### src/rtl/btn_pkg.sv
// Shared BCD types and single-digit increment/decrement helpers for the button counters.
package btn_pkg;

  typedef logic [3:0] bcd_digit_t;

  localparam bcd_digit_t BCD_MAX = 4'd9;

  typedef struct packed {
    logic       c;
    bcd_digit_t d;
  } bcd_step_t;

  // Add cin to one decimal digit; c reports a carry out of 9.
  function automatic bcd_step_t bcd_inc(input bcd_digit_t d, input logic cin);
    bcd_step_t r;
    r.c = cin && (d >= BCD_MAX);
    if (!cin)              r.d = d;
    else if (d >= BCD_MAX) r.d = 4'd0;
    else                   r.d = d + 4'd1;
    return r;
  endfunction

  // Subtract bin from one decimal digit; c reports a borrow out of 0.
  function automatic bcd_step_t bcd_dec(input bcd_digit_t d, input logic bin);
    bcd_step_t r;
    r.c = bin && (d == 4'd0);
    if (!bin)            r.d = d;
    else if (d == 4'd0)  r.d = BCD_MAX;
    else if (d > BCD_MAX) r.d = BCD_MAX;
    else                 r.d = d - 4'd1;
    return r;
  endfunction

endpackage

### src/rtl/btn_debounce.sv
// Two-flop synchroniser plus stability counter; rise_c marks the edge where the clean level goes 0->1.
module btn_debounce #(
  parameter int unsigned DEB_CYCLES = 4
) (
  input  logic clk,
  input  logic reset,
  input  logic btn,
  output logic db,
  output logic rise_c
);

  localparam int unsigned CW = (DEB_CYCLES < 2) ? 1 : $clog2(DEB_CYCLES + 1);

  logic          s1;
  logic          s2;
  logic [CW-1:0] cnt;
  logic          done_c;

  // Level flips on the edge where the counter would reach DEB_CYCLES.
  assign done_c = (s2 != db) && (cnt == CW'(DEB_CYCLES - 1));
  assign rise_c = done_c && s2;

  always_ff @(posedge clk or negedge reset) begin
    if (!reset) begin
      s1  <= 1'b0;
      s2  <= 1'b0;
      db  <= 1'b0;
      cnt <= '0;
    end else begin
      s1 <= btn;
      s2 <= s1;
      if (s2 == db) begin
        cnt <= '0;
      end else if (done_c) begin
        db  <= s2;
        cnt <= '0;
      end else begin
        cnt <= cnt + CW'(1);
      end
    end
  end

endmodule

### src/rtl/btn_bcd_counter.sv
// Debounced push-button BCD up/down counter with wrap/saturate, stop and clear.
// Optional hold-to-repeat events are built when HOLD_REPEAT_EN is defined.
module btn_bcd_counter
  import btn_pkg::*;
#(
  parameter int unsigned DIGITS     = 3,
  parameter int unsigned DEB_CYCLES = 4,
  parameter int unsigned SATURATE   = 0,
  parameter int unsigned REP_DELAY  = 8,
  parameter int unsigned REP_PERIOD = 4
) (
  input  logic                  clk,
  input  logic                  reset,
  input  logic                  btn,
  input  logic                  stop,
  input  logic                  dir,
  input  logic                  clear,
  output logic [4*DIGITS-1:0]   bcd,
  output logic                  press_pulse,
  output logic                  wrap_pulse
);

  localparam int unsigned BW = 4 * DIGITS;

  if (DIGITS < 1 || DEB_CYCLES < 1 || REP_DELAY < 1 || REP_PERIOD < 1) begin : g_bad_param
    $error("btn_bcd_counter: DIGITS, DEB_CYCLES, REP_DELAY and REP_PERIOD must be >= 1");
  end

  logic          db;
  logic          rise_c;
  logic          rep_ev_c;
  logic          ev_c;
  logic [BW-1:0] nxt_c;
  logic          lim_c;
  logic          carry_c;
  bcd_step_t     step_c;

  btn_debounce #(.DEB_CYCLES(DEB_CYCLES)) u_deb (
    .clk    (clk),
    .reset  (reset),
    .btn    (btn),
    .db     (db),
    .rise_c (rise_c)
  );

`ifdef HOLD_REPEAT_EN
  localparam int unsigned REP_MAX = (REP_DELAY > REP_PERIOD) ? REP_DELAY : REP_PERIOD;
  localparam int unsigned RW      = (REP_MAX < 2) ? 1 : $clog2(REP_MAX + 1);

  logic [RW-1:0] rep_cnt;
  logic          rep_first;

  // First repeat waits REP_DELAY after the press, later ones REP_PERIOD apart.
  assign rep_ev_c = db && (rep_cnt == (rep_first ? RW'(REP_DELAY - 1) : RW'(REP_PERIOD - 1)));

  always_ff @(posedge clk or negedge reset) begin
    if (!reset) begin
      rep_cnt   <= '0;
      rep_first <= 1'b1;
    end else if (!db) begin
      rep_cnt   <= '0;
      rep_first <= 1'b1;
    end else if (rep_ev_c) begin
      rep_cnt   <= '0;
      rep_first <= 1'b0;
    end else begin
      rep_cnt <= rep_cnt + RW'(1);
    end
  end
`else
  // Held level only matters to the repeat logic, absent in this build.
  assign rep_ev_c = db & 1'b0;
`endif

  assign ev_c = rise_c | rep_ev_c;

  // Ripple +/-1 across digits; the final carry/borrow flags a count limit.
  always_comb begin
    nxt_c   = bcd;
    carry_c = 1'b1;
    step_c  = '0;
    for (int i = 0; i < int'(DIGITS); i++) begin
      step_c = dir ? bcd_dec(bcd[4*i +: 4], carry_c) : bcd_inc(bcd[4*i +: 4], carry_c);
      nxt_c[4*i +: 4] = step_c.d;
      carry_c = step_c.c;
    end
    lim_c = carry_c;
  end

  always_ff @(posedge clk or negedge reset) begin
    if (!reset) begin
      bcd         <= '0;
      press_pulse <= 1'b0;
      wrap_pulse  <= 1'b0;
    end else begin
      press_pulse <= ev_c;
      wrap_pulse  <= 1'b0;
      if (clear) begin
        bcd <= '0;
      end else if (stop) begin
        bcd <= bcd;
      end else if (ev_c) begin
        wrap_pulse <= lim_c;
        if (!((SATURATE != 0) && lim_c)) bcd <= nxt_c;
      end
    end
  end

endmodule
### config.mk
export PLATFORM = sky130hd
export DESIGN_NAME = btn_bcd_counter
export DESIGN_NICKNAME = d
export VERILOG_FILES = /design/src/rtl/btn_pkg.sv /design/src/rtl/btn_debounce.sv /design/src/rtl/btn_bcd_counter.sv
export SDC_FILE = /design/constraint.sdc
export NUM_CORES = 1
export LEC_CHECK = 0
export BUFFER_PORTS_ARGS = -buffer_cell sky130_fd_sc_hd__buf_2
export CORE_ASPECT_RATIO = 1.4
export CORE_MARGIN = 2
export CORE_UTILIZATION = 57
export DETAILED_ROUTE_END_ITERATION = 8
export PLACE_DENSITY = 0.9
export SYNTH_ARGS = -nofsm -noshare
export SYNTH_HDL_FRONTEND = slang
export SYNTH_SLANG_ARGS = --single-unit
### constraint.sdc
create_clock -name clk -period 2.4 [get_ports clk]
set_input_delay 0.36 -clock clk [delete_from_list [all_inputs] [get_ports clk]]
set_output_delay 0.36 -clock clk [all_outputs]
set_load 0.005 [all_outputs]
==> flow_summary.ini <==
[global_route]
grt_usage_pct = 23.5
antenna_found_initial = 0
grt_pass1_wl_um = 5290
grt_pass1_vias = 1279
use_met3_pct = 2.87
grt_busiest_layer = met2
grt_util_met2_pct = 41.5
grt_overflow = 0
grtUsageMet1_pct = 27.5
grt_max_degree = 28

[synthesis]
ys_ff_latch = 20
synth_area_leader_cell = dfrtp_1
ys_warn_count = 0
yosys.area_share.simple_pct = 21.5
synth_edf_count = 0
synth.distinct_cells = 49
synthFlopType = dfrtp_1
muxShareOfSynthArea_pct = 3.66
synthAdderAreaFrac_pct = 10.4
synth_compound_area_share_pct = 22.9
netlist_top_cells_area = dfrtp_1 35%, ha_1 10%, a21oi_1 3.5%
synth_area_per_cell_um2 = 9.10
async_reset_ff_share_pct = 100
synth_top_area_share_pct = 34.8
synth_top_family_by_area = compound AO/OA/AOI/OAI gates
syn_area_um2 = 1440
synth_xor_area_share_pct = 1.22
netlist_instances = 158
synth_nets = 176
ys_seq_area_share_pct = 34.8

[drt]
drc = 0
drt-vias-per-instance = 6.05
drt-total-wl_um = 2990
drt_first_iter_violations = 37
via_count = 1271
antenna_left = 0
firstDrtPassIters = 4
post_drt_wl_per_cell_um = 14.3

[die]
fp.dieW_um = 46.4
die_area_um2 = 2950
core_um2 = 2390
fp.dieH_um = 63.4
rows = 21
start_util_pct = 60.1
io_pins = 20

[hold_path]
min-delay-start = btn
hold_path.class = primary input to flip-flop
hold-path-cell-count = 1
min_to = u_deb.s1

[sta]
hold_viol_final = 0
worst_pin_slew_ns = 0.444
period_needed_ns = 2.11
skew_ns = 0.00171
max_freq_ghz = 0.473
setup_viol = 0
finalCritPeriodShare_pct = 88.0
fin_tns_setup_ns = 0
rsz0062_at_grt = false
slew_headroom_pct = 70.4
slew_violations = 0

[placement]
placed_cell_area_um2 = 1540
hpwl_um = 2250
portBuffers = 19
gp_congestion = 0.841

[final_layout]
antenna_cells = 0
final_nets = 195
layout_commonest_cell = dfrtp_1
area.sequential_um2 = 500
drive_gt1_share_pct = 17.0
fillers = 204
multiInputGateArea_um2 = 858
final_cell_area_um2 = 1590
syn_to_final_growth_pct = 10.4
layout_common_cells = 20 x dfrtp_1, 19 x buf_2, 12 x ha_1

[setup_path]
r2r_start = bcd[0]
critPathArrivalTime_ns = 2.32
worstSetupPathType = flip-flop to flip-flop
rr_endpoint = bcd[11]
rrSetupSlack_ns = 0.29
cp-start-kind = flip-flop
path_max_fanout = 9
reg2reg_depth = 7
critical_path_required_ns = 2.61
endpoint_kind = flip-flop

[clock_network]
numCtsBuffers = 3
cts_tree = built
clk_pin_slew_ns = 0.11
worstSkewPairLatency_ns = 0.30
cts_buffer_depth = 2
cts_num_sinks = 20
postCtsSetupBuffers = 0
cts_max_level = 1
cts_root_buf = clkbuf_4

[power_and_ir_drop]
power.internal_mw = 0.523
p_comb_share_pct = 19.5
p_seq_share_pct = 53.5
switching_share_pct = 27.3
power.switching_mw = 0.197
finalPower_mw = 0.719
ir_drop_mv = 0.369
p_leak_nw = 0.734
p_per_area_nw_per_um2 = 453
pwr-share-clk_pct = 27.0

[status]
outcome = completed

[run]
cap_violations = 0
## cell type report
type	count	area share, %
Inverter	12	2.84
Timing Repair Buffer	20	6.62
Multi-Input combinational cell	120	54.1
Sequential cell	20	31.5
Tap cell	34	2.68
Clock buffer	4	2.29
## stage by stage
step	utilization, %	hold slack [ns]	setup slack, ns	cells
2_1_floorplan	-	0.0644	0.487	158
4_1_cts	66.4	0.159	0.309	210
5_1_grt	66.4	0.145	0.153	210
3_5_place_dp	64.5	0.330	0.355	205
3_3_place_gp	64.5	0.321	0.405	205
6_report	66.4	0.166	0.288	210
## power groups by stage
stage / sequential, mW / combinational (mW) / clock (mW)
floorplan: 0.388 / 0.106 / 0
global placement: 0.390 / 0.133 / 0
detailed placement: 0.392 / 0.140 / 0
CTS: 0.385 / 0.141 / 0.199
global route: 0.388 / 0.157 / 0.216
finish: 0.385 / 0.140 / 0.194
## layer usage
metal  part of all wire [%]  routed length, um  vias to the layer above
met5                      0                  0                        -
met4                    1.7                 51                        0
met3                    3.6                107                        8
met2                     55               1650                       30
met1                     40               1190                      620
li1                       -                  -                      613
## critical path, stage by stage, from the launching register on
cell and delay (ns):
dfrtp_1 0.48, inv_1 0.11, ha_1 0.27, nor3b_1 0.17, o22ai_1 0.23, and3b_1 0.39, o21ai_1 0.14, a221oi_2 0.24
## cell usage after synthesis, types with 2 or more instances
library cell	instances
nor2b_1	3
o21ai_0	6
inv_1	11
a21oi_1	10
or3_1	2
and3b_1	2
dfrtp_1	20
nand2b_1	6
nor3b_1	6
nand2_1	11
o21a_1	2
nand3b_1	2
a22oi_1	2
a31oi_1	3
mux2_2	2
nor3_1	4
o221ai_1	3
o31ai_1	2
o22ai_1	3
buf_2	3
nor2_1	9
a211oi_1	2
clkbuf_1	2
mux2i_1	3
and2_1	2
o211ai_1	2
nand3_1	2
ha_1	12
## logic make-up after synthesis
kind of cell,after synthesis
flip-flops,20
multiplexers,5
AO/OA/AOI/OAI,47
buffers and inverters,18
XOR/XNOR,2
AND/OR/NAND/NOR,54
adder cells (fa/ha/maj),12
## worst max-delay path by stage
| stage | cells past startpoint | slack (ns) | end | start |
|---|---|---|---|---|
| 3_5_place_dp | 7 | 0.35 | bcd[8] | bcd[4] |
| 6_report | 7 | 0.29 | bcd[11] | bcd[0] |
| 2_1_floorplan | 8 | 0.49 | bcd[8] | bcd[4] |
| 4_1_cts | 7 | 0.31 | bcd[11] | bcd[0] |
| 5_1_grt | 7 | 0.15 | bcd[9] | bcd[0] |
| 3_3_place_gp | 7 | 0.41 | bcd[8] | bcd[4] |
## sequential cells by signal, indices dropped and copies added (netlist names)
signal       count
bcd             12
press_pulse      1
u_deb.cnt        3
u_deb.db         1
u_deb.s1         1
u_deb.s2         1
wrap_pulse       1
## timing repair
action	4_1_cts	5_1_grt
hold buffers	1	0
hold endpoints to repair	7	0
resized for setup	0	0
Power figures use the tool's default switching activity.
